## src/rtl/resize_accel_mul_pkg.sv

```systemverilog
// Shared widths, saturation limits and parameter checks for the resize_accel multiplier.
// Latency: none (package only).
// Backpressure: not applicable.
package resize_accel_mul_pkg;

  // Signed width that holds any product of the extended operands.
  function automatic int prod_width(int a_width, int b_width);
    return a_width + b_width + 1;
  endfunction

  // Accumulator width: product width plus guard bits for group sums.
  function automatic int acc_width(int a_width, int b_width, int acc_guard);
    return prod_width(a_width, b_width) + acc_guard;
  endfunction

  // Largest value representable in the output format.
  function automatic longint sat_max(int p_width, bit out_signed);
    longint one = 1;
    if (out_signed) return (one <<< (p_width - 1)) - 1;
    return (one <<< p_width) - 1;
  endfunction

  // Smallest value representable in the output format.
  function automatic longint sat_min(int p_width, bit out_signed);
    longint one = 1;
    if (out_signed) return -(one <<< (p_width - 1));
    return 0;
  endfunction

  // Legal parameter combinations; saturation limits are kept in 64-bit
  // arithmetic, so the output width is capped below that.
  function automatic bit params_ok(int a_w, int b_w, int p_w, int num_stage,
                                   int shift, int acc_guard, int tag_w);
    return (a_w >= 1) && (b_w >= 1) && (p_w >= 2) && (p_w <= 62) &&
           (num_stage >= 3) && (num_stage <= 8) &&
           (shift >= 0) && (shift <= a_w + b_w - 1) &&
           (acc_guard >= 0) && (tag_w >= 1);
  endfunction

endpackage

```

## src/rtl/resize_accel_mul_pipe_if.sv

```systemverilog
// Input/output beat bundle for the resize_accel multiply pipe.
// Latency: none (wires only).
// Backpressure: in_ready / out_ready carry valid-ready flow control.
// Ports: in_valid/in_ready/in_a/in_b/in_acc/in_last/in_tag (input beat),
//        out_valid/out_ready/out_p/out_ovf/out_tag (result beat).
// master = upstream source and downstream sink; slave = the multiply pipe.
interface resize_accel_mul_pipe_if #(
  parameter int A_WIDTH   = 16,
  parameter int B_WIDTH   = 16,
  parameter int P_WIDTH   = 22,
  parameter int TAG_WIDTH = 8
);
  logic                 in_valid;
  logic                 in_ready;
  logic [A_WIDTH-1:0]   in_a;
  logic [B_WIDTH-1:0]   in_b;
  logic                 in_acc;
  logic                 in_last;
  logic [TAG_WIDTH-1:0] in_tag;
  logic                 out_valid;
  logic                 out_ready;
  logic [P_WIDTH-1:0]   out_p;
  logic                 out_ovf;
  logic [TAG_WIDTH-1:0] out_tag;

  modport master (
    output in_valid, in_a, in_b, in_acc, in_last, in_tag, out_ready,
    input  in_ready, out_valid, out_p, out_ovf, out_tag
  );

  modport slave (
    input  in_valid, in_a, in_b, in_acc, in_last, in_tag, out_ready,
    output in_ready, out_valid, out_p, out_ovf, out_tag
  );
endinterface

```

## src/rtl/resize_accel_mul_core.sv

```systemverilog
// Operand register, product register and delay stages (DSP-shaped multiply).
// Latency: NUM_STAGE-1 cycles from in_vld to out_vld.
// Backpressure: every stage holds while ce is low.
// Ports: clk, reset_n, ce; in_vld/in_a/in_b/in_side beat in;
//        out_vld/out_prod/out_side beat out (side bits travel with the beat).
module resize_accel_mul_core
  import resize_accel_mul_pkg::*;
#(
  parameter int A_WIDTH    = 16,
  parameter int B_WIDTH    = 16,
  parameter bit A_SIGNED   = 1'b0,
  parameter bit B_SIGNED   = 1'b0,
  parameter int NUM_STAGE  = 4,
  parameter int SIDE_WIDTH = 10
) (
  input  logic                                          clk,
  input  logic                                          reset_n,
  input  logic                                          ce,
  input  logic                                          in_vld,
  input  logic [A_WIDTH-1:0]                            in_a,
  input  logic [B_WIDTH-1:0]                            in_b,
  input  logic [SIDE_WIDTH-1:0]                         in_side,
  output logic                                          out_vld,
  output logic signed [prod_width(A_WIDTH, B_WIDTH)-1:0] out_prod,
  output logic [SIDE_WIDTH-1:0]                         out_side
);
  localparam int PW = prod_width(A_WIDTH, B_WIDTH);
  // Registers S2 .. S(NUM_STAGE-1); S2 is the product register.
  localparam int NR = NUM_STAGE - 2;

  logic                   s1_vld;
  logic signed [PW-1:0]   s1_a;
  logic signed [PW-1:0]   s1_b;
  logic [SIDE_WIDTH-1:0]  s1_side;
  logic                   vld_q  [NR];
  logic signed [PW-1:0]   prod_q [NR];
  logic [SIDE_WIDTH-1:0]  side_q [NR];

  // Only the valid bits are reset; data registers stay reset-free for DSP packing.
  always_ff @(posedge clk or negedge reset_n) begin
    if (!reset_n) begin
      s1_vld <= 1'b0;
      for (int i = 0; i < NR; i++) vld_q[i] <= 1'b0;
    end else if (ce) begin
      s1_vld   <= in_vld;
      vld_q[0] <= s1_vld;
      for (int i = 1; i < NR; i++) vld_q[i] <= vld_q[i-1];
    end
  end

  always_ff @(posedge clk) begin
    if (ce) begin
      // Extend to PW bits so unsigned operands multiply correctly as signed.
      s1_a      <= {{(PW-A_WIDTH){A_SIGNED & in_a[A_WIDTH-1]}}, in_a};
      s1_b      <= {{(PW-B_WIDTH){B_SIGNED & in_b[B_WIDTH-1]}}, in_b};
      s1_side   <= in_side;
      prod_q[0] <= s1_a * s1_b;
      side_q[0] <= s1_side;
      for (int i = 1; i < NR; i++) begin
        prod_q[i] <= prod_q[i-1];
        side_q[i] <= side_q[i-1];
      end
    end
  end

  assign out_vld  = vld_q[NR-1];
  assign out_prod = prod_q[NR-1];
  assign out_side = side_q[NR-1];

endmodule

```

## src/rtl/resize_accel_mul_pipe.sv

```systemverilog
// Pipelined multiply / multiply-accumulate with shift and saturation for resize_accel.
// Latency: NUM_STAGE cycles from acceptance to out_valid; 1 beat/cycle throughput.
// Backpressure: global stall when out_valid && !out_ready; in_ready = !out_valid || out_ready.
// Ports: clk, reset_n (async, active-low), bus (resize_accel_mul_pipe_if.slave).
// Build option: RESIZE_MUL_ROUND_EN adds 2^(SHIFT-1) before the shift (round half up).
module resize_accel_mul_pipe
  import resize_accel_mul_pkg::*;
#(
  parameter int A_WIDTH   = 16,
  parameter int B_WIDTH   = 16,
  parameter int P_WIDTH   = 22,
  parameter bit A_SIGNED  = 1'b0,
  parameter bit B_SIGNED  = 1'b0,
  parameter int NUM_STAGE = 4,
  parameter int SHIFT     = 0,
  parameter int ACC_GUARD = 4,
  parameter int TAG_WIDTH = 8
) (
  input  logic                  clk,
  input  logic                  reset_n,
  resize_accel_mul_pipe_if.slave bus
);
  localparam int PW  = prod_width(A_WIDTH, B_WIDTH);
  localparam int AW  = acc_width(A_WIDTH, B_WIDTH, ACC_GUARD);
  // One spare bit so the rounding add cannot wrap; at least 64 so the
  // saturation limits are always representable.
  localparam int CW  = (AW + 1 > 64) ? AW + 1 : 64;
  localparam int SW  = TAG_WIDTH + 2;
  localparam bit OUT_SIGNED = A_SIGNED | B_SIGNED;
  localparam logic signed [CW-1:0] P_MAX = CW'(sat_max(P_WIDTH, OUT_SIGNED));
  localparam logic signed [CW-1:0] P_MIN = CW'(sat_min(P_WIDTH, OUT_SIGNED));
  localparam int RND_SH = (SHIFT > 0) ? SHIFT - 1 : 0;
`ifdef RESIZE_MUL_ROUND_EN
  localparam logic signed [CW-1:0] RND = (SHIFT > 0) ? (CW'(1) << RND_SH) : '0;
`else
  localparam logic signed [CW-1:0] RND = '0;
`endif

  if (!params_ok(A_WIDTH, B_WIDTH, P_WIDTH, NUM_STAGE, SHIFT, ACC_GUARD, TAG_WIDTH)) begin : g_param_err
    $error("resize_accel_mul_pipe: illegal parameter set");
  end

  logic                    ce;
  logic                    c_vld;
  logic signed [PW-1:0]    c_prod;
  logic [SW-1:0]           c_side;
  logic                    c_acc;
  logic                    c_last;
  logic [TAG_WIDTH-1:0]    c_tag;

  logic signed [AW-1:0]    acc_q;
  logic                    grp_open_q;
  logic                    out_vld_q;
  logic [P_WIDTH-1:0]      out_p_q;
  logic                    out_ovf_q;
  logic [TAG_WIDTH-1:0]    out_tag_q;

  logic signed [AW-1:0]    prod_ext;
  logic signed [AW-1:0]    sum;
  logic signed [AW-1:0]    emit_val;
  logic                    emit;
  logic signed [CW-1:0]    val_w;
  logic signed [CW-1:0]    val_sh;
  logic [P_WIDTH-1:0]      p_nxt;
  logic                    ovf_nxt;

  assign ce           = !out_vld_q || bus.out_ready;
  assign bus.in_ready = ce;

  resize_accel_mul_core #(
    .A_WIDTH    (A_WIDTH),
    .B_WIDTH    (B_WIDTH),
    .A_SIGNED   (A_SIGNED),
    .B_SIGNED   (B_SIGNED),
    .NUM_STAGE  (NUM_STAGE),
    .SIDE_WIDTH (SW)
  ) u_core (
    .clk      (clk),
    .reset_n  (reset_n),
    .ce       (ce),
    .in_vld   (bus.in_valid),
    .in_a     (bus.in_a),
    .in_b     (bus.in_b),
    .in_side  ({bus.in_acc, bus.in_last, bus.in_tag}),
    .out_vld  (c_vld),
    .out_prod (c_prod),
    .out_side (c_side)
  );

  assign c_acc  = c_side[SW-1];
  assign c_last = c_side[SW-2];
  assign c_tag  = c_side[TAG_WIDTH-1:0];

  // Final stage: accumulate, round/shift, saturate.
  always_comb begin
    prod_ext = AW'(c_prod);
    sum      = (grp_open_q ? acc_q : '0) + prod_ext;
    emit_val = c_acc ? sum : prod_ext;
    // Middle-of-group beats keep their pipeline slot but leave a bubble.
    emit     = c_vld && (!c_acc || c_last);
    val_w    = CW'(emit_val) + RND;
    val_sh   = val_w >>> SHIFT;
    p_nxt    = val_sh[P_WIDTH-1:0];
    ovf_nxt  = 1'b0;
    if (val_sh > P_MAX) begin
      p_nxt   = P_MAX[P_WIDTH-1:0];
      ovf_nxt = 1'b1;
    end else if (val_sh < P_MIN) begin
      p_nxt   = P_MIN[P_WIDTH-1:0];
      ovf_nxt = 1'b1;
    end
  end

  always_ff @(posedge clk or negedge reset_n) begin
    if (!reset_n) begin
      out_vld_q  <= 1'b0;
      out_p_q    <= '0;
      out_ovf_q  <= 1'b0;
      out_tag_q  <= '0;
      acc_q      <= '0;
      grp_open_q <= 1'b0;
    end else if (ce) begin
      out_vld_q <= emit;
      if (emit) begin
        out_p_q   <= p_nxt;
        out_ovf_q <= ovf_nxt;
        out_tag_q <= c_tag;
      end
      // Standalone beats leave an open group untouched.
      if (c_vld && c_acc) begin
        if (c_last) begin
          acc_q      <= '0;
          grp_open_q <= 1'b0;
        end else begin
          acc_q      <= sum;
          grp_open_q <= 1'b1;
        end
      end
    end
  end

  assign bus.out_valid = out_vld_q;
  assign bus.out_p     = out_p_q;
  assign bus.out_ovf   = out_ovf_q;
  assign bus.out_tag   = out_tag_q;

endmodule
```

## src/flat_wrapper.sv

```systemverilog
// flat-port wrapper written by rule: the top's interface ports become plain ports
module resize_accel_mul_pipe_flat import resize_accel_mul_pkg::*;
#(
  parameter int A_WIDTH   = 16,
  parameter int B_WIDTH   = 16,
  parameter int P_WIDTH   = 22,
  parameter bit A_SIGNED  = 1'b0,
  parameter bit B_SIGNED  = 1'b0,
  parameter int NUM_STAGE = 4,
  parameter int SHIFT     = 0,
  parameter int ACC_GUARD = 4,
  parameter int TAG_WIDTH = 8
)
  (clk, reset_n, bus_in_valid, bus_in_a, bus_in_b, bus_in_acc, bus_in_last, bus_in_tag, bus_out_ready, bus_in_ready, bus_out_valid, bus_out_p, bus_out_ovf, bus_out_tag);
  resize_accel_mul_pipe_if #(.A_WIDTH(A_WIDTH), .B_WIDTH(B_WIDTH), .P_WIDTH(P_WIDTH), .TAG_WIDTH(TAG_WIDTH)) bus_i ();
  input  logic clk;
  input  logic reset_n;
  input wire logic [$bits(bus_i.in_valid)-1:0] bus_in_valid;
  input wire logic [$bits(bus_i.in_a)-1:0] bus_in_a;
  input wire logic [$bits(bus_i.in_b)-1:0] bus_in_b;
  input wire logic [$bits(bus_i.in_acc)-1:0] bus_in_acc;
  input wire logic [$bits(bus_i.in_last)-1:0] bus_in_last;
  input wire logic [$bits(bus_i.in_tag)-1:0] bus_in_tag;
  input wire logic [$bits(bus_i.out_ready)-1:0] bus_out_ready;
  output wire logic [$bits(bus_i.in_ready)-1:0] bus_in_ready;
  output wire logic [$bits(bus_i.out_valid)-1:0] bus_out_valid;
  output wire logic [$bits(bus_i.out_p)-1:0] bus_out_p;
  output wire logic [$bits(bus_i.out_ovf)-1:0] bus_out_ovf;
  output wire logic [$bits(bus_i.out_tag)-1:0] bus_out_tag;
  assign bus_i.in_valid = bus_in_valid;
  assign bus_i.in_a = bus_in_a;
  assign bus_i.in_b = bus_in_b;
  assign bus_i.in_acc = bus_in_acc;
  assign bus_i.in_last = bus_in_last;
  assign bus_i.in_tag = bus_in_tag;
  assign bus_i.out_ready = bus_out_ready;
  assign bus_in_ready = bus_i.in_ready;
  assign bus_out_valid = bus_i.out_valid;
  assign bus_out_p = bus_i.out_p;
  assign bus_out_ovf = bus_i.out_ovf;
  assign bus_out_tag = bus_i.out_tag;
  resize_accel_mul_pipe #(.A_WIDTH(A_WIDTH), .B_WIDTH(B_WIDTH), .P_WIDTH(P_WIDTH), .A_SIGNED(A_SIGNED), .B_SIGNED(B_SIGNED), .NUM_STAGE(NUM_STAGE), .SHIFT(SHIFT), .ACC_GUARD(ACC_GUARD), .TAG_WIDTH(TAG_WIDTH)) u_core (.clk(clk), .reset_n(reset_n), .bus(bus_i));
endmodule
```

## config.mk

```make
export PLATFORM = sky130hd
export DESIGN_NAME = resize_accel_mul_pipe_flat
export DESIGN_NICKNAME = d
export VERILOG_FILES = /design/src/rtl/resize_accel_mul_pkg.sv /design/src/rtl/resize_accel_mul_pipe_if.sv /design/src/rtl/resize_accel_mul_core.sv /design/src/rtl/resize_accel_mul_pipe.sv /design/src/flat_wrapper.sv
export SDC_FILE = /design/constraint.sdc
export NUM_CORES = 1
export LEC_CHECK = 0
export CELL_PAD_IN_SITES_DETAIL_PLACEMENT = 1
export CELL_PAD_IN_SITES_GLOBAL_PLACEMENT = 2
export CORE_ASPECT_RATIO = 0.8
export CORE_MARGIN = 5
export CORE_UTILIZATION = 37
export CTS_BUF_LIST = sky130_fd_sc_hd__clkbuf_8
export CTS_CLUSTER_DIAMETER = 200
export DETAILED_ROUTE_END_ITERATION = 10
export PLACE_DENSITY_LB_ADDON = 0.1
export SLEW_MARGIN = 20
export SYNTH_ARGS = -nofsm -noshare
export SYNTH_HDL_FRONTEND = slang
export SYNTH_SLANG_ARGS = --single-unit
```

## constraint.sdc

```tcl
create_clock -name clk -period 12.62 [get_ports clk]
set_input_delay 2.524 -clock clk [delete_from_list [all_inputs] [get_ports clk]]
set_output_delay 2.524 -clock clk [all_outputs]
set_load 0.02 [all_outputs]
```

==> results.toml, run 1 <==
[floorplanning]
dieArea_um2 = 53000
die_w_um = 256
io_pins = 79
start_util_pct = 37.2
core_area_um2 = 48200
fp.dieH_um = 207
row_count = 72

[grt]
use_met1_pct = 27.9
use_met2_pct = 29.4
grt_max_degree = 62
antenna_found_initial = 2
grtUsageTotal_pct = 18.9
grt_pass1_wl_mm = 78.6
use_met3_pct = 3.56
grt_remaining_overflow = 0
grt_pass1_vias = 13600
grt_busiest_layer = "met2"

[clock_network]
root_buffer = "clkbuf_8"
cts_buffer_depth = 2
holdBufCountCts = 0
clk_pin_slew_ns = 0.14
cts_buffers = 17
clkSinkCount = 199
h-tree-depth = 4
clkLatencyLatePin_ns = 0.56
cts_resized = 0
cts_setup_buffers = 0
cts_tree = "yes"

[worst_setup_path]
crit_fanout = 16
worstPathArrival_ns = 7.43
slowest_delay_ns = 0.66
critPathLaunchType = "flip-flop"
endpoint_kind = "flip-flop"
required_ns = 12.94
crit_top_cell = "fa_1"
path_cells = "and2_1 -> fa_1 -> inv_1 -> fa_1 -> fa_1 -> inv_1 -> fa_1 -> fa_1 -> inv_1 -> fa_1 -> inv_1 -> ha_1 -> a21o_1 -> a2111oi_0 -> o2111ai_1 -> nand2_1 -> o2111ai_1 -> nand2_1 -> nor2_1 -> a2111oi_0 -> a21oi_1 -> xor2_1"
slowest_stage = "edfxtp_1"
crit_type = "flip-flop to flip-flop"

[yosys]
syn-num-nets = 2165
synth_xor_area_share_pct = 2.83
synth_compound_area_share_pct = 11.1
yosysSeqAreaShare_pct = 31.3
synth_edf_count = 126
async_flop_share_pct = 36.7
synth-seq-cells = 199
muxShareOfSynthArea_pct = 0.244
synthSimpleGateAreaFrac_pct = 16.4
yosysWarnings = 0
synth_cell_types = 74
synth_top_family_by_area = "adder cells"
syn_avg_cell_area_um2 = 10.0
synth_ff_type = "edfxtp_1"
syn_area_um2 = 17900
netlist_instances = 1788
synthAdderAreaFrac_pct = 31.2

[timing]
setup_tns_ns = 0
tightest_slew_ns = 0.827
fin_skew_ns = 0.0310
max_freq_ghz = 0.141
min_period_ns = 7.11
maxSlewViolCount = 0
relSlewSlack_pct = 44.9
finalHoldViolCount = 0
rsz0062_at_grt = "false"
setup_viol = 0
period_share_pct = 56.3

[run_status]
status = "finished clean"

[drt]
drtPass1Iterations = 4
drt_iter0_markers = 519
wl_per_cell_um = 19.7
viasPerCell = 5.07
antenna_left = 0
drc_errors = 0
via_count = 12500
routed_wl_mm = 48.4

[place]
gp_congestion = 0.856
portBuffers = 78
hpwl_mm = 37.4

[finish]
fillerInstances = 5354
syn_to_final_growth_pct = 10.3
drive_above_1_share_pct = 4.09
diodes = 0
layout.nets = 2198

[flow_run]
cap_violations = 0

[min_path]
hp-class = "flip-flop to flip-flop"
==> layout make-up <==
cell class              count  area [um2]  area share (%)
multi-input cells        1263       11100            56.2
flip-flops and latches    199        5610            28.4
inverters                 246         923            4.67
repair buffers             94         906            4.58
well taps                 629         787            3.98
clock buffers              17         234            1.18
clock inverters            15         215            1.09
==> registers in the layout, indices dropped and copies added, names as in the netlist, 8 cells and up <==
name,cells
u_core.bus.out_tag,8
u_core.bus.out_p,22
u_core.u_core.prod_q,64
u_core.u_core.side_q,20
u_core.u_core.s1_side,10
u_core.acc_q,37
u_core.u_core.s1_a,16
u_core.u_core.s1_b,16
==> metal layers <==
metal | vias up | share of wire [%]
li1 | 5973 | -
met3 | 27 | 3.2
met5 | - | 0
met4 | 0 | 0.86
met1 | 6351 | 53
met2 | 129 | 43
==> placed cells by master (no fill, tap or decap), types with 44 or more instances in the layout <==
cell type	synthesis	final
inv_1	246	246
nand2_1	243	243
fa_1	195	195
and2_1	164	164
ha_1	136	136
edfxtp_1	126	126
clkdlybuf4s50_1	0	77
a21oi_1	75	75
dfrtp_1	73	73
nor2_1	50	50
o21ai_0	44	44
==> Yosys cell counts (5+ instances only) <==
cell       number  area [um2]
a211o_1         5        43.8
a211oi_1       16         120
a21o_1         19         143
a21oi_1        75         375
a22o_1         26         228
a31oi_1        11        68.8
and2_1        164        1030
and3_1         12        75.1
buf_2          11        55.1
clkbuf_1       65         244
dfrtp_1        73        1830
edfxtp_1      126        3780
fa_1          195        3900
ha_1          136        1700
inv_1         246         923
nand2_1       243         912
nand2b_1       16         100
nand3_1        30         150
nand3b_1        5        37.5
nand4_1        10        62.6
nor2_1         50         188
nor2b_1         8        50.1
nor3_1          8        40.0
o211ai_1        7        52.6
o21a_1          8        60.1
o21ai_0        44         220
o21bai_1        9        67.6
o221ai_1        5        43.8
o2bb2ai_1      11        96.3
or2_2           6        37.5
or3_1           7        43.8
or3b_1         10        87.6
xnor2_1        40         350
xor2_1         18         158
==> final timing paths <==
kind | cells past startpoint | endpoint | from | slack [ns]
min in group asynchronous | 1 | u_core.bus.out_p[5]$_DFFE_PN0P_ | reset_n | 1.83
max reg2reg | 22 | u_core.u_core.prod_q[0][30]$_DFFE_PP_ | u_core.u_core.s1_a[9]$_DFFE_PP_ | 5.51
max in group asynchronous | 2 | u_core.bus.out_tag[2]$_DFFE_PN0P_ | reset_n | 9.68
max | 22 | u_core.u_core.prod_q[0][30]$_DFFE_PP_ | u_core.u_core.s1_a[9]$_DFFE_PP_ | 5.51
min | 0 | u_core.u_core.side_q[0][15]$_DFFE_PP_ | u_core.u_core.side_q[0][5]$_DFFE_PP_ | 0.41
min reg2reg | 0 | u_core.u_core.side_q[0][15]$_DFFE_PP_ | u_core.u_core.side_q[0][5]$_DFFE_PP_ | 0.41
==> worst max-delay path, delay by kind of cell, from the launching register on <==
kind / cells / cell delay, ns
buffers and inverters: 4 / 0.20
XOR/XNOR: 1 / 0.17
flip-flops: 1 / 0.66
adder cells (fa/ha/maj): 7 / 3.34
AND/OR/NAND/NOR: 4 / 0.65
AO/OA/AOI/OAI: 6 / 1.86
==> through the flow <==
stage	cells	utilization (%)	worst slack (ns)	cell area, um2	hold slack, ns
2_1_floorplan	1788	-	3.72	17900	0.400
3_3_place_gp	2430	40.1	5.64	19300	0.401
3_5_place_dp	2431	40.1	5.43	19300	0.406
4_1_cts	2463	41.1	5.42	19800	0.415
5_1_grt	2463	41.1	5.02	19800	0.416
6_report	2463	41.1	5.51	19800	0.415
==> cell families (layout without fill, tap and decap cells) <==
logic type | count (synthesis) | in the layout
and+or+nand+nor | 585 | 585
adders and majority gates | 331 | 331
buffers and inverters | 326 | 372
AOI/OAI and AO/OA | 285 | 285
DFF | 199 | 199
xor gates and xnor gates | 58 | 58
muxes | 4 | 4
Power of run 1 is left out: the tool's default activity adds up to more than one toggle a clock period on the data nets, which glitch-free logic cannot reach.
==> inputs of run 2 (changes only) <==
- clock period: 12.62 -> 6.45 ns (I/O delays scaled with it)
==> results.toml, run 2 (synthesis gave the netlist of run 1 again) <==
[finish]
drive_above_1_share_pct = 9.19
largest_reg_flops = 64
syn_to_final_growth_pct = 14.2
layout.nets = 2269
final-seq-area_um2 = 5610
final_common_cell = "inv_1"
layout_common_cells = "inv_1 (245), nand2_1 (241), fa_1 (190), and2_1 (164), ha_1 (128)"
fillerInstances = 5359
regMostFlops = "u_core.u_core.prod_q"
final_util_pct = 42.5
multi_input_area_um2 = 11300
final_cells = 2534
diodes = 0

[timing]
finalHoldViolCount = 0
maxSlewViolCount = 0
setup_viol = 0
max_freq_ghz = 0.161
fin_skew_ns = 0.0325
whs_ns = 0.422
min_period_ns = 6.22
tightest_slew_ns = 0.978
period_share_pct = 96.4
setup_tns_ns = 0
relSlewSlack_pct = 34.8

[min_path]
worstHoldStart = "u_core.u_core.prod_q[0][1]$_DFFE_PP_"
hp-class = "flip-flop to flip-flop"
min_to = "u_core.u_core.prod_q[0][34]$_DFFE_PP_"
min_path_cells = 0

[grt]
grt_pass1_wl_mm = 80.6
grt_remaining_overflow = 0
use_met2_pct = 30.7
grt_max_degree = 74
use_met3_pct = 2.81
grt_busiest_layer = "met2"
use_met1_pct = 28.3
antenna_found_initial = 0
grtUsageTotal_pct = 19.1
grt_pass1_vias = 14100

[worst_setup_path]
worstPathArrival_ns = 6.49
ff2ff_path_depth = 24
r2r_slack_ns = 0.23
crit_type = "flip-flop to flip-flop"
endpoint_kind = "flip-flop"
r2r_start = "u_core.u_core.s1_b[5]$_DFFE_PP_"
required_ns = 6.72
critPathLaunchType = "flip-flop"
reg2reg_to = "u_core.u_core.prod_q[0][20]$_DFFE_PP_"
crit_fanout = 5

[clock_network]
clk_pin_slew_ns = 0.13
h-tree-depth = 4
clkLatencyLatePin_ns = 0.53
cts_buffer_depth = 2
holdBufCountCts = 0
root_buffer = "clkbuf_8"
cts_tree = "yes"
clkSinkCount = 199
cts_buffers = 17

[drt]
drtPass1Iterations = 5
wl_per_cell_um = 19.5
via_count = 12800
viasPerCell = 5.07
drt_iter0_markers = 676
antenna_left = 0
routed_wl_mm = 49.4
drc_errors = 0

[floorplanning]
row_count = 72
io_pins = 79
die_w_um = 256
core_area_um2 = 48200
dieArea_um2 = 53000
fp.dieH_um = 207
start_util_pct = 37.2

[place]
hpwl_mm = 38.9
dp_cells = 2488
gp_congestion = 0.860
portBuffers = 78

[flow_run]
cap_violations = 0

[run_status]
status = "finished clean"
run 2: changes by cell type in the layout (fill, tap and decap cells not counted), moves of 4 or more:
| cell | before | now |
|---|---|---|
| ha_2 | 0 | 4 |
| o21ai_0 | 44 | 40 |
| ha_1 | 136 | 128 |
| fa_2 | 0 | 5 |
| ha_4 | 0 | 4 |
| buf_6 | 0 | 5 |
| fa_1 | 195 | 190 |
| buf_4 | 16 | 83 |
run 2: cell type report:
cell class,count,share of cell area [%]
clock buffer,17,1.14
clock inverter,15,1.09
inverter,246,4.50
multi-input combinational,1263,55.0
sequential,199,27.4
tap,629,3.84
timing repair buffer,165,7.07
run 2: critical path, stage by stage (launching register included):
cell,delay [ns]
edfxtp_1,0.53
buf_6,0.17
and2_1,0.14
fa_1,0.50
inv_1,0.06
fa_2,0.54
fa_2,0.45
fa_1,0.54
inv_1,0.05
fa_1,0.52
inv_1,0.05
fa_1,0.52
inv_1,0.04
ha_2,0.27
and3_1,0.20
nand3_1,0.14
o2111ai_2,0.16
buf_4,0.17
buf_4,0.12
buf_4,0.12
a31o_2,0.23
a21oi_2,0.13
o21ai_1,0.09
a21oi_1,0.16
xnor2_1,0.09
run 2: timing repair:
action	in CTS	in global routing
gates resized for setup	7	35
pin swaps	2	28
setup buffers	4	11
endpoints found under the setup margin	1	9
run 2: how the worst max path moves through the flow:
stage	from	endpoint	slack, ns	cells past startpoint
global route	u_core.u_core.s1_b[7]$_DFFE_PP_	u_core.u_core.prod_q[0][30]$_DFFE_PP_	-0.009	25
global placement	u_core.u_core.s1_a[7]$_DFFE_PP_	u_core.u_core.prod_q[0][30]$_DFFE_PP_	0.05	23
finish	u_core.u_core.s1_b[5]$_DFFE_PP_	u_core.u_core.prod_q[0][20]$_DFFE_PP_	0.23	24
CTS	u_core.u_core.s1_a[5]$_DFFE_PP_	u_core.u_core.prod_q[0][20]$_DFFE_PP_	0.008	24
floorplan	u_core.u_core.s1_b[1]$_DFFE_PP_	u_core.u_core.prod_q[0][30]$_DFFE_PP_	0.02	22
detailed placement	u_core.u_core.s1_b[5]$_DFFE_PP_	u_core.u_core.prod_q[0][30]$_DFFE_PP_	-0.04	24
run 2: per-stage QoR:
step           cell area, um2  setup slack, ns
2_1_floorplan           17900           0.0186
3_3_place_gp            19800           0.0457
3_5_place_dp            19800          -0.0428
4_1_cts                 20300          0.00755
5_1_grt                 20500         -0.00922
6_report                20500            0.231
run 2: layer usage:
layer | routed length, um | part of all wire (%) | vias up
met5 | 0 | 0 | -
met4 | 331 | 0.67 | 0
met3 | 1650 | 3.3 | 21
met2 | 22300 | 45 | 171
met1 | 25200 | 51 | 6540
li1 | - | - | 6109
Power of run 2 is left out for the same reason.
